--- config.mk ---
export PLATFORM = sky130hd
export DESIGN_NAME = input_feature_fetch_sequencer
export DESIGN_NICKNAME = d
export VERILOG_FILES = /design/src/rtl/input_feature_fetch_sequencer.sv
export SDC_FILE = /design/constraint.sdc
export NUM_CORES = 1
export LEC_CHECK = 0
export CORE_MARGIN = 2
export CORE_UTILIZATION = 50
export DETAILED_ROUTE_END_ITERATION = 10
export GPL_TIMING_DRIVEN = 0
export PLACE_DENSITY = 0.88
export SLEW_MARGIN = 30
export SYNTH_ARGS = -nofsm -noshare
export SYNTH_HDL_FRONTEND = slang
export SYNTH_SLANG_ARGS = --single-unit
--- constraint.sdc ---
create_clock -name i_clk -period 2.77 [get_ports i_clk]
set_input_delay 0.554 -clock i_clk [delete_from_list [all_inputs] [get_ports i_clk]]
set_output_delay 0.554 -clock i_clk [all_outputs]
set_load 0.01 [all_outputs]
--- src/rtl/input_feature_fetch_sequencer.sv ---
// ---------------------------------------------------------------------------
// input_feature_fetch_sequencer
//
// Walks one input-feature batch (channel, then row, then column innermost)
// and issues BRAM reads at linear addresses 0..N-1. The one-cycle BRAM read
// latency is absorbed by an in-flight stage that carries the pixel's
// coordinate tags. Landed data goes into a 2-entry FIFO, which presents a
// valid/ready pixel stream. A read is issued only when the FIFO plus the
// in-flight slot has room for it, so the FIFO can never overflow.
//
// Ports
//   i_clk, i_rst_n          clock (rising edge), asynchronous active-low reset
//   i_start + i_num_channel/i_start_row/i_end_row/i_num_col
//                           start pulse and batch configuration (sampled in IDLE)
//   o_busy, o_done          batch in progress / one-cycle completion pulse
//   o_bram_en, o_bram_addr  BRAM read request
//   i_bram_rdata            BRAM read data, valid the cycle after o_bram_en
//   o_data, o_channel, o_row, o_col, o_valid, i_ready
//                           tagged pixel stream towards the convolution datapath
// ---------------------------------------------------------------------------
module input_feature_fetch_sequencer #(
    parameter int INPUT_CHANNEL_WIDTH    = 8,
    parameter int INPUT_ROW_WIDTH        = 6,
    parameter int INPUT_COL_WIDTH        = 6,
    parameter int DATA_WIDTH             = 8,
    parameter int INPUT_BRAM_DEPTH       = 224 * 244,
    parameter int INPUT_BRAM_DEPTH_WIDTH = $clog2(INPUT_BRAM_DEPTH)
) (
    input  logic                              i_clk,
    input  logic                              i_rst_n,
    input  logic                              i_start,
    input  logic [INPUT_CHANNEL_WIDTH-1:0]    i_num_channel,
    input  logic [INPUT_ROW_WIDTH-1:0]        i_start_row,
    input  logic [INPUT_ROW_WIDTH-1:0]        i_end_row,
    input  logic [INPUT_COL_WIDTH-1:0]        i_num_col,
    output logic                              o_busy,
    output logic                              o_done,
    output logic                              o_bram_en,
    output logic [INPUT_BRAM_DEPTH_WIDTH-1:0] o_bram_addr,
    input  logic [DATA_WIDTH-1:0]             i_bram_rdata,
    output logic [DATA_WIDTH-1:0]             o_data,
    output logic [INPUT_CHANNEL_WIDTH-1:0]    o_channel,
    output logic [INPUT_ROW_WIDTH-1:0]        o_row,
    output logic [INPUT_COL_WIDTH-1:0]        o_col,
    output logic                              o_valid,
    input  logic                              i_ready
);

    localparam int ENTRY_W = DATA_WIDTH + INPUT_CHANNEL_WIDTH + INPUT_ROW_WIDTH + INPUT_COL_WIDTH;

    typedef enum logic [1:0] {
        ST_IDLE   = 2'd0,
        ST_RUN    = 2'd1,
        ST_DRAIN  = 2'd2,
        ST_FINISH = 2'd3
    } state_t;

    state_t                              state_q, state_d;
    logic [INPUT_CHANNEL_WIDTH-1:0]      num_ch_q, num_ch_d;
    logic [INPUT_ROW_WIDTH-1:0]          start_row_q, start_row_d;
    logic [INPUT_ROW_WIDTH-1:0]          end_row_q, end_row_d;
    logic [INPUT_COL_WIDTH-1:0]          num_col_q, num_col_d;
    logic [INPUT_CHANNEL_WIDTH-1:0]      ch_q, ch_d;
    logic [INPUT_ROW_WIDTH-1:0]          row_q, row_d;
    logic [INPUT_COL_WIDTH-1:0]          col_q, col_d;
    logic [INPUT_BRAM_DEPTH_WIDTH-1:0]   addr_q, addr_d;
    logic                                inflight_q, inflight_d;
    logic [INPUT_CHANNEL_WIDTH-1:0]      inf_ch_q, inf_ch_d;
    logic [INPUT_ROW_WIDTH-1:0]          inf_row_q, inf_row_d;
    logic [INPUT_COL_WIDTH-1:0]          inf_col_q, inf_col_d;
    logic [ENTRY_W-1:0]                  fifo_q [2];
    logic [ENTRY_W-1:0]                  fifo_d [2];
    logic                                wr_ptr_q, wr_ptr_d;
    logic                                rd_ptr_q, rd_ptr_d;
    logic [1:0]                          count_q, count_d;
    logic                                busy_q, busy_d;
    logic                                done_q, done_d;

    logic                                push_s;
    logic                                pop_s;
    logic [2:0]                          occ_s;
    logic                                issue_s;
    logic                                last_col_s;
    logic                                last_row_s;
    logic                                last_ch_s;
    logic                                empty_cfg_s;

    // Handshake, credit check and scan-boundary decodes.
    always_comb begin
        push_s      = inflight_q;
        pop_s       = (count_q != 2'd0) && i_ready;
        // Occupancy after this cycle's pop; a slot freed by a pop is reusable at once.
        occ_s       = {1'b0, count_q} + {2'b00, inflight_q} - {2'b00, pop_s};
        issue_s     = (state_q == ST_RUN) && (occ_s < 3'd2);
        last_col_s  = (col_q == (num_col_q - INPUT_COL_WIDTH'(1)));
        last_row_s  = (row_q == end_row_q);
        last_ch_s   = (ch_q == (num_ch_q - INPUT_CHANNEL_WIDTH'(1)));
        empty_cfg_s = (i_num_channel == '0) || (i_num_col == '0) || (i_end_row < i_start_row);
    end

    // Output FIFO: push landed BRAM data with its tags, pop on handshake.
    always_comb begin
        fifo_d   = fifo_q;
        wr_ptr_d = wr_ptr_q;
        rd_ptr_d = rd_ptr_q;
        if (push_s) begin
            fifo_d[wr_ptr_q] = {i_bram_rdata, inf_ch_q, inf_row_q, inf_col_q};
            wr_ptr_d         = ~wr_ptr_q;
        end else begin
            wr_ptr_d = wr_ptr_q;
        end
        if (pop_s) begin
            rd_ptr_d = ~rd_ptr_q;
        end else begin
            rd_ptr_d = rd_ptr_q;
        end
        count_d = count_q + {1'b0, push_s} - {1'b0, pop_s};
    end

    // Batch FSM, raster counters and the tag stage that rides with each read.
    always_comb begin
        state_d     = state_q;
        num_ch_d    = num_ch_q;
        start_row_d = start_row_q;
        end_row_d   = end_row_q;
        num_col_d   = num_col_q;
        ch_d        = ch_q;
        row_d       = row_q;
        col_d       = col_q;
        addr_d      = addr_q;
        inflight_d  = issue_s;
        inf_ch_d    = issue_s ? ch_q  : inf_ch_q;
        inf_row_d   = issue_s ? row_q : inf_row_q;
        inf_col_d   = issue_s ? col_q : inf_col_q;
        case (state_q)
            ST_IDLE: begin
                if (i_start) begin
                    num_ch_d    = i_num_channel;
                    start_row_d = i_start_row;
                    end_row_d   = i_end_row;
                    num_col_d   = i_num_col;
                    ch_d        = '0;
                    row_d       = i_start_row;
                    col_d       = '0;
                    addr_d      = '0;
                    state_d     = empty_cfg_s ? ST_FINISH : ST_RUN;
                end else begin
                    state_d = ST_IDLE;
                end
            end
            ST_RUN: begin
                if (issue_s) begin
                    addr_d = addr_q + INPUT_BRAM_DEPTH_WIDTH'(1);
                    if (!last_col_s) begin
                        col_d = col_q + INPUT_COL_WIDTH'(1);
                    end else begin
                        col_d = '0;
                        if (!last_row_s) begin
                            row_d = row_q + INPUT_ROW_WIDTH'(1);
                        end else begin
                            row_d = start_row_q;
                            ch_d  = ch_q + INPUT_CHANNEL_WIDTH'(1);
                            if (last_ch_s) begin
                                state_d = ST_DRAIN;
                            end else begin
                                state_d = ST_RUN;
                            end
                        end
                    end
                end else begin
                    state_d = ST_RUN;
                end
            end
            ST_DRAIN: begin
                // Leave as soon as the final pop is happening so o_done lands one cycle after it.
                if ((count_d == 2'd0) && !inflight_d) begin
                    state_d = ST_FINISH;
                end else begin
                    state_d = ST_DRAIN;
                end
            end
            ST_FINISH: begin
                state_d = ST_IDLE;
            end
            default: begin
                state_d = ST_IDLE;
            end
        endcase
        // o_busy and o_done fall/rise together on the cycle after FINISH.
        busy_d = (state_d != ST_IDLE);
        done_d = (state_q == ST_FINISH);
    end

    // State, configuration, counters, in-flight stage and FIFO registers.
    always_ff @(posedge i_clk or negedge i_rst_n) begin
        if (!i_rst_n) begin
            state_q     <= ST_IDLE;
            num_ch_q    <= '0;
            start_row_q <= '0;
            end_row_q   <= '0;
            num_col_q   <= '0;
            ch_q        <= '0;
            row_q       <= '0;
            col_q       <= '0;
            addr_q      <= '0;
            inflight_q  <= 1'b0;
            inf_ch_q    <= '0;
            inf_row_q   <= '0;
            inf_col_q   <= '0;
            fifo_q[0]   <= '0;
            fifo_q[1]   <= '0;
            wr_ptr_q    <= 1'b0;
            rd_ptr_q    <= 1'b0;
            count_q     <= 2'd0;
            busy_q      <= 1'b0;
            done_q      <= 1'b0;
        end else begin
            state_q     <= state_d;
            num_ch_q    <= num_ch_d;
            start_row_q <= start_row_d;
            end_row_q   <= end_row_d;
            num_col_q   <= num_col_d;
            ch_q        <= ch_d;
            row_q       <= row_d;
            col_q       <= col_d;
            addr_q      <= addr_d;
            inflight_q  <= inflight_d;
            inf_ch_q    <= inf_ch_d;
            inf_row_q   <= inf_row_d;
            inf_col_q   <= inf_col_d;
            fifo_q[0]   <= fifo_d[0];
            fifo_q[1]   <= fifo_d[1];
            wr_ptr_q    <= wr_ptr_d;
            rd_ptr_q    <= rd_ptr_d;
            count_q     <= count_d;
            busy_q      <= busy_d;
            done_q      <= done_d;
        end
    end

    assign o_busy      = busy_q;
    assign o_done      = done_q;
    assign o_bram_en   = issue_s;
    assign o_bram_addr = addr_q;
    assign o_valid     = (count_q != 2'd0);
    assign {o_data, o_channel, o_row, o_col} = fifo_q[rd_ptr_q];

endmodule

==> results of run 1 <==
## through the flow
step | utilization | hold WS [ns] | area [um2]
floorplan | - | 0.258 | 7060
global placement | 0.591 | 0.467 | 8140
detailed placement | 0.593 | 0.475 | 8170
CTS | 0.658 | 0.127 | 9060
global route | 0.671 | 0.152 | 9240
finish | 0.671 | 0.110 | 9240
## worst max path at each step
| stage | from | to | slack, ns | cells after the start |
|---|---|---|---|---|
| 6_report | count_q[1] | o_bram_en | -0.57 | 11 |
| 5_1_grt | count_q[1] | o_bram_en | -0.61 | 11 |
| 4_1_cts | count_q[1] | o_bram_en | -0.49 | 11 |
| 3_5_place_dp | i_ready | o_bram_en | -1.04 | 9 |
| 3_3_place_gp | i_rst_n | o_bram_addr[12] | -4.32 | 1 |
| 2_1_floorplan | i_ready | o_bram_addr[9] | -0.09 | 10 |
## cell usage in the layout, fill, tap and decap left out, types with 3 or more instances in the layout
master                            instances
sky130_fd_sc_hd__clkbuf_16               19
sky130_fd_sc_hd__nand2b_1                 9
sky130_fd_sc_hd__mux2_2                 104
sky130_fd_sc_hd__nor4_1                   4
sky130_fd_sc_hd__o2111ai_2                3
sky130_fd_sc_hd__nor2_1                  29
sky130_fd_sc_hd__clkdlybuf4s50_1         82
sky130_fd_sc_hd__mux2i_1                 11
sky130_fd_sc_hd__xnor2_2                  3
sky130_fd_sc_hd__nand2_1                 80
sky130_fd_sc_hd__buf_6                   15
sky130_fd_sc_hd__clkinv_2                 5
sky130_fd_sc_hd__xnor2_1                 12
sky130_fd_sc_hd__buf_4                   22
sky130_fd_sc_hd__clkbuf_8                 3
sky130_fd_sc_hd__a21oi_1                  7
sky130_fd_sc_hd__and3_1                   6
sky130_fd_sc_hd__nor3_1                   4
sky130_fd_sc_hd__dfrtp_1                147
sky130_fd_sc_hd__mux2_4                   6
sky130_fd_sc_hd__nand3_1                  3
sky130_fd_sc_hd__clkbuf_1                12
sky130_fd_sc_hd__inv_1                   15
sky130_fd_sc_hd__nand2_2                  3
sky130_fd_sc_hd__o21ai_0                 26
sky130_fd_sc_hd__nor2b_1                  3
sky130_fd_sc_hd__or3_1                    4
sky130_fd_sc_hd__a31oi_1                  3
sky130_fd_sc_hd__ha_1                    11
sky130_fd_sc_hd__nand3_2                  6
sky130_fd_sc_hd__nand4_1                  7
sky130_fd_sc_hd__xor2_1                  27
sky130_fd_sc_hd__a211o_1                  4
sky130_fd_sc_hd__buf_1                    4
## timing repair
action / in CTS / in global routing
gates cloned: 0 / 2
hold endpoints to repair: 0 / 0
setup endpoints to repair: 61 / 66
setup buffers: 20 / 13
gates resized for setup: 41 / 22
pin swaps: 12 / 18
## layout make-up
type	instances	area share
tap	180	0.0244
multi-input combinational	412	0.361
clock buffer	23	0.0517
timing repair buffer	120	0.128
sequential	147	0.398
inverter	19	0.00840
buffer	21	0.0167
clock inverter	9	0.0111
## worst max-delay path: stages, from the launching register on
cell and delay (ns):
sky130_fd_sc_hd__dfrtp_1 0.40, sky130_fd_sc_hd__inv_2 0.08, sky130_fd_sc_hd__nand2_2 0.07, sky130_fd_sc_hd__and2_4 0.16, sky130_fd_sc_hd__ha_4 0.27, sky130_fd_sc_hd__inv_4 0.04, sky130_fd_sc_hd__ha_4 0.16, sky130_fd_sc_hd__fa_2 0.44
sky130_fd_sc_hd__xnor2_4 0.16, sky130_fd_sc_hd__or3_4 0.35, sky130_fd_sc_hd__clkinvlp_4 0.11, sky130_fd_sc_hd__buf_6 0.10
## registers in the layout, indices dropped and copies added, names as in the netlist
register     cells
row_q            6
ch_q             8
num_ch_q         8
start_row_q      6
num_col_q        6
col_q            6
o_done           1
state_q          2
rd_ptr_q         1
o_bram_addr     16
inf_ch_q         8
end_row_q        6
inflight_q       1
inf_col_q        6
count_q          2
fifo_q          56
o_busy           1
wr_ptr_q         1
inf_row_q        6
## power by group through the flow
stage	Clock [mW]	Combinational [mW]	Sequential, mW
2_1_floorplan	0	2.42	3.23
3_3_place_gp	0	3.32	3.33
3_5_place_dp	0	3.49	3.40
4_1_cts	2.27	3.96	3.37
5_1_grt	2.39	4.73	3.48
6_report	2.26	4.40	3.41
## layer usage
layer | up-vias | global-route usage | part of all wire
met5 | - | 0 | 0
met2 | 185 | 0.403 | 0.52
met1 | 2689 | 0.293 | 0.41
li1 | 2357 | - | -
met3 | 30 | 0.0516 | 0.047
met4 | 0 | 0.0826 | 0.019
## synthesized netlist by cell type, drive strengths merged (8+ instances only)
library cell	n	area, um2
nand2b	9	56.3
xor2	27	236
mux2i	11	110
and3	8	50.1
ha	13	163
mux2	110	1240
dfrtp	147	3680
buf	8	50.0
clkbuf	15	56.3
o21ai	26	130
nand2	84	323
nand3	9	50.1
nor2	30	113
xnor2	16	140
a21oi	8	40.0
inv	19	71.3
## logic make-up after synthesis
| kind of cell | Yosys count |
|---|---|
| compound gates | 56 |
| xor+xnor | 43 |
| fa+ha+maj | 14 |
| buf+inv | 42 |
| flops | 147 |
| mux | 121 |
| simple gates | 178 |
==> out/summary.md, run 1 <==
The proportion of power drawn by flip-flops and latches is 0.339. The number of antenna diodes in the final layout is 0. Counting flops and latches in the post-synthesis netlist gives 147.

Largest voltage drop on the vdd net: 0.705 mV. The clock reaches the later pin of the worst-skew pair after 0.42 ns. The worst setup path is launched from a flip-flop.

The tools report the worst setup slack after placement as -1.04 ns. The run gives 0 as the number of warnings printed during yosys synthesis. Number of ports placed on the die boundary: 86. In this run the critical register-to-register path is launched from count_q[1]. In the final design database the tool counted 790 nets. The synthesized-area fraction occupied by and/or/nand/nor cells was 0.124.

The final reports fail on setup timing. The starting density of the core is 0.509. The number of design-rule violations left by the first detailed-router iteration is 342, and the count of port buffers added during placement is 85.

Total power for the finished layout comes to 10.1 mW. The number of clock sinks seen by CTS was 147; the final worst-path cycle share was 1.21. The logs give 0 for the initial antenna violation count and 15000 um2 for the area enclosed by the die boundary.

Average vias per placed instance: 5.65. By area, the combinational part of the netlist is dominated by multiplexers. The overall fraction of global-route tracks in use is 0.235, and the total area of sequential cells is 3680 um2. The clock period minus final worst setup slack is 3.34 ns, and the die boundary height is 122 um. The total area inside the core boundary comes to 13800 um2. In the final timing run, aggregate negative setup slack is -18.66 ns. In this run the power density over the cells is 1090 nW/um2. Largest driver fanout on the critical path: 2. The run gives -0.569 ns as the worst-case setup margin in the final layout. The worst register-to-register path ends at o_bram_addr[11]. The floorplan step set the die width to 122 um. Entering global routing, the biggest net connects 80 pins.

Post-synthesis xor/xnor area fraction: 0.0537. The compound-cell area share of the yosys netlist is 0.0540. TritonCTS built the clock tree. Summing all multi-input logic gate instances after layout gives 3340 um2. Cell internal power was estimated by the tool at 6.62 mW. For the count of unique library cells instantiated by Yosys, the log shows 53.

The clock share of power was 0.224; the layout cell share with drive strength beyond 1 was 0.302. Routability-driven placement finished with a final weighted congestion of 0.839. The logs give 0.524 for the proportion of synthesized chip area in sequential cells and 931 for the final non-filler cell total.

At the pin with the least slew margin, the transition time is 0.615 ns. The multiplexer share of the synthesized area was 0.192. The achievable clock frequency came out at 300 MHz. The main flop type after synthesis is sky130_fd_sc_hd__dfrtp_1.

The number of placed instances, taps included, is 867. The first detailed-routing pass took 5 iterations. After technology mapping, the gate count stands at 601. The post-synthesis net count is 653, and the layout overhead on the synthesized area is 31.6%. In the routed design, unresolved DRC markers number 0. The logs give 4.33 nW for the static leakage and 0 for the max-slew violation total from the final report. The worst setup path is of the reg -> out kind. For the global-route wire length before repair, the log shows 27100 um. Buffers inserted to repair hold after CTS numbered 0. Summed over all nets, the switching power comes to 3.46 mW. The run finished, with violations left. The proportion of power drawn by combinational gates came out at 0.437.

In this run the register-to-register setup slack is -0.52 ns. After detailed routing, the average wire length per cell comes to 18.8 um. Averaged over all synthesized cells, the footprint is 11.7 um2.

The proportion of register bits with asynchronous set or reset after synthesis is 1.00, and the number of max-cap violations is 0. The clock slew seen by the registers of the worst setup and hold paths came out at 0.06 ns. The number of global-route vias before repair is 5433, and the worst-case reg-to-reg path depth is 15. The tools report the headroom to the max-slew limit as 0.590. In this run the worst hold path is classified as in -> async. The logs give 56 for the count of endpoints failing setup in the final report and 944 for the count of fill cells added during filler insertion.

The net switching fraction of the power was 0.343; the number of rows in the core area was 43. Setup repair after global routing could not meet its margin everywhere. The total CTS buffers was 17; the maximum level of the CTS H-tree was 4. STA classifies the critical path endpoint as a primary output.

The routed layout has 5261 vias. For the worst setup path, the data arrival time is 2.78 ns. Counting along the longest clock path gives a buffer depth of 2. The data required time of the critical path is 2.22 ns. Counting flops with a built-in enable in the synthesized netlist gives 0. The tools report the root buffer selected by CTS as sky130_fd_sc_hd__clkbuf_16. The number of hold violations in the final report is 0.

The mapped netlist covers 7020 um2. The fraction of the mapped netlist area in adder cells is 0.0260, and the total routed wirelength is 17500 um. Once detailed placement completed, the half-perimeter wirelength came to 10700 um. Summed over all layers, the global routing overflow is 0. The count of nets left with antenna violations once routing finished came out at 0.

The worst clock skew on the final layout was 0.00760 ns.
Note: power is estimated with default switching activity, not from simulation.
==> run 2, diff against run 1 <==
GPL_TIMING_DRIVEN = unset   (was 0)
==> run 2 against run 1 <==
Effect of this change:
- the run still ends with setup timing left
- via count grew 0.68%
- critical endpoint unchanged
- core utilization rose by 1.5 points
- worst setup slack got worse by 0.050 ns
- first-iteration DRC count up 6.1%
- critical path depth rose by 1
- sequential power barely moved
==> out/summary.md, run 2 (synthesis results as in run 1) <==
From synthesis to final layout, the design area changed by 34.6%. The tools report the starting density of the core as 0.509. The tools report the largest voltage drop on the vdd net as 0.606 mV. Counting every sink on the clock net gives 147. Based on the critical path, the design can be clocked at up to 295 MHz. The number of global-route vias before repair came out at 5503. The count of fill cells added during filler insertion is 889, and the total routed wirelength is 18300 um. The number of vias after detailed routing is 5297.

The tree is rooted in a sky130_fd_sc_hd__clkbuf_16. The number of ports placed on the die boundary is 86, and the post-detailed-placement half-perimeter wirelength is 10800 um. In this run the core area contains 43 standard-cell rows. The tools report the global-route wire length before repair as 27500 um. The clock period minus final worst setup slack was 3.39 ns; the final antenna-violating net count was 0. The run gives 15000 um2 as the area enclosed by the die boundary. The top register by number of flip-flops is fifo_q.

The clock slew seen by the registers of the worst setup and hold paths is 0.06 ns. The number of flip-flops in the largest register was 56; the pin count of the biggest net entering global routing was 64. The static leakage came out at 4.44 nW. In this run, the number of DRC markers left after iteration 0 of detailed routing was 363.

The checks that failed: setup timing. The run gives 0 as the initial antenna violation count. Type of the worst setup path: reg -> out.

The data required time of the critical path was 2.22 ns. The tools report the final global-route overflow total as 0. The die boundary height is 122 um. The clock latency at the later pin of the worst-skew pair was 0.42 ns; the total CTS buffers was 17. Endpoint class of the critical path: a primary output. Port buffering added 85 buffers. The tightest min-delay check is of the in -> async type. The first detailed-routing pass ran for 5 iterations. The logs give 0.479 for the headroom to the max-slew limit and 10.5 mW for the overall power consumption. The number of hold violations in the final report came out at 0.

In the routed layout, each cell is associated on average with a via count of 5.65. For this run, design rule violations remaining after detail routing come to 0. Dividing total power by cell area gives a power density of 1120 nW/um2. The total area inside the core boundary comes to 13800 um2. After clock tree synthesis, the flow added hold-fix buffers numbering 0. The routed wire length per instance was 19.5 um. Of all nets on the critical path, the largest fanout is 2.

The congestion estimate from routability-driven global placement came to 0.839. The tools report the worst clock skew on the final layout as 0.00754 ns. TritonCTS built the clock tree. Leaving out fill and tap cells, the most frequent cell in the layout is sky130_fd_sc_hd__dfrtp_1. The clock tree synthesis step divided the H-tree into 4 levels.

After the last flow step, the layout net total stands at 796. The overall fraction of global-route tracks in use came out at 0.239. The repair_antennas step left the layout with diodes totalling 0.

The final core area utilization is 0.686, and the max-slew violation total from the final report is 0. Summed over all failing endpoints, the final setup total negative slack is -17.27 ns. The logs give 2 for the maximum buffer depth of the clock tree and 54 for the count of endpoints failing setup in the final report. The worst-case setup margin in the final layout was -0.619 ns; the floorplan die width was 122 um. The final worst-path cycle share was 1.22; the arrival time at the worst endpoint was 2.83 ns.

The tools report the startpoint type of the worst setup path as a flip-flop. The run finished, with violations left. The layout cell share with drive strength beyond 1 works out to 0.333.

The actual slew at the worst max-slew pin works out to 0.781 ns. Setup repair after global routing could not meet its margin everywhere. In the layout the commonest cells are sky130_fd_sc_hd__dfrtp_1 (147), sky130_fd_sc_hd__mux2_2 (101), sky130_fd_sc_hd__clkdlybuf4s50_1 (81).

The number of max-cap violations came out at 0.
==> run 2: changes by cell type in the layout (fill, tap and decap cells not counted), sizes merged <==
cell and delta:
inv -1, clkdlybuf4s50 -1, clkinvlp +1, clkinv -2
buf +19, clkbuf -12, bufinv +2
==> run 2: routing by layer <==
layer  vias up  GRT usage  routed length, um
met5         -          0                  0
met2       195      0.416               9400
met4         0      0.103                542
li1       2370          -                  -
met1      2683      0.283               7370
met3        49     0.0581                992
==> run 2: through the flow <==
| step | hold slack (ns) | instances | worst slack (ns) | instance area (um2) |
|---|---|---|---|---|
| 2_1_floorplan | 0.258 | 601 | -0.0918 | 7060 |
| 3_3_place_gp | 0.469 | 875 | -0.883 | 8300 |
| 3_5_place_dp | 0.487 | 875 | -0.937 | 8300 |
| 4_1_cts | 0.130 | 924 | -0.477 | 9210 |
| 5_1_grt | 0.159 | 937 | -0.663 | 9450 |
| 6_report | 0.119 | 937 | -0.619 | 9450 |
==> run 2: timing repair <==
action,in CTS,in global routing
endpoints found under the setup margin,53,55
buffers inserted,19,13
pin swaps,14,19
gates resized for setup,44,25
cloned,0,2
==> run 2: final cells by class <==
class                   instances  area [um2]  share of cell area
multi-input cells             412        3380               0.358
clock buffers                  23         478              0.0506
flip-flops and latches        147        3680               0.389
inverters                      19        75.1             0.00795
repair buffers                147        1450               0.154
clock inverters                 9         151              0.0160
well taps                     180         225              0.0238
==> run 2: worst max-delay path, stage by stage (launching register included) <==
cell and delay (ns):
sky130_fd_sc_hd__dfrtp_1 0.43, sky130_fd_sc_hd__inv_2 0.09, sky130_fd_sc_hd__nand2_2 0.05, sky130_fd_sc_hd__and2_4 0.15
sky130_fd_sc_hd__ha_4 0.26, sky130_fd_sc_hd__inv_2 0.04, sky130_fd_sc_hd__ha_4 0.16, sky130_fd_sc_hd__fa_2 0.39
sky130_fd_sc_hd__xnor2_2 0.18, sky130_fd_sc_hd__or3_4 0.37, sky130_fd_sc_hd__buf_6 0.14, sky130_fd_sc_hd__clkinvlp_4 0.06
sky130_fd_sc_hd__buf_6 0.09
==> run 2: path summary, 6_finish.rpt <==
kind | from | to | slack (ns) | depth (start not counted)
setup / recovery | count_q[1] | o_bram_en | -0.62 | 12
hold / removal | i_rst_n | fifo_q[42] | 0.12 | 1
hold reg to reg | fifo_q[20] | fifo_q[20] | 0.50 | 1
setup reg to reg | count_q[1] | ch_q[0] | -0.61 | 15
min in group i_clk | fifo_q[20] | fifo_q[20] | 0.50 | 1
max in group asynchronous | i_rst_n | start_row_q[1] | 1.95 | 2
==> run 2: power by group <==
group,internal [mW],switching (mW)
registers,2.82,0.609
clock network,1.58,0.857
logic,2.56,2.11
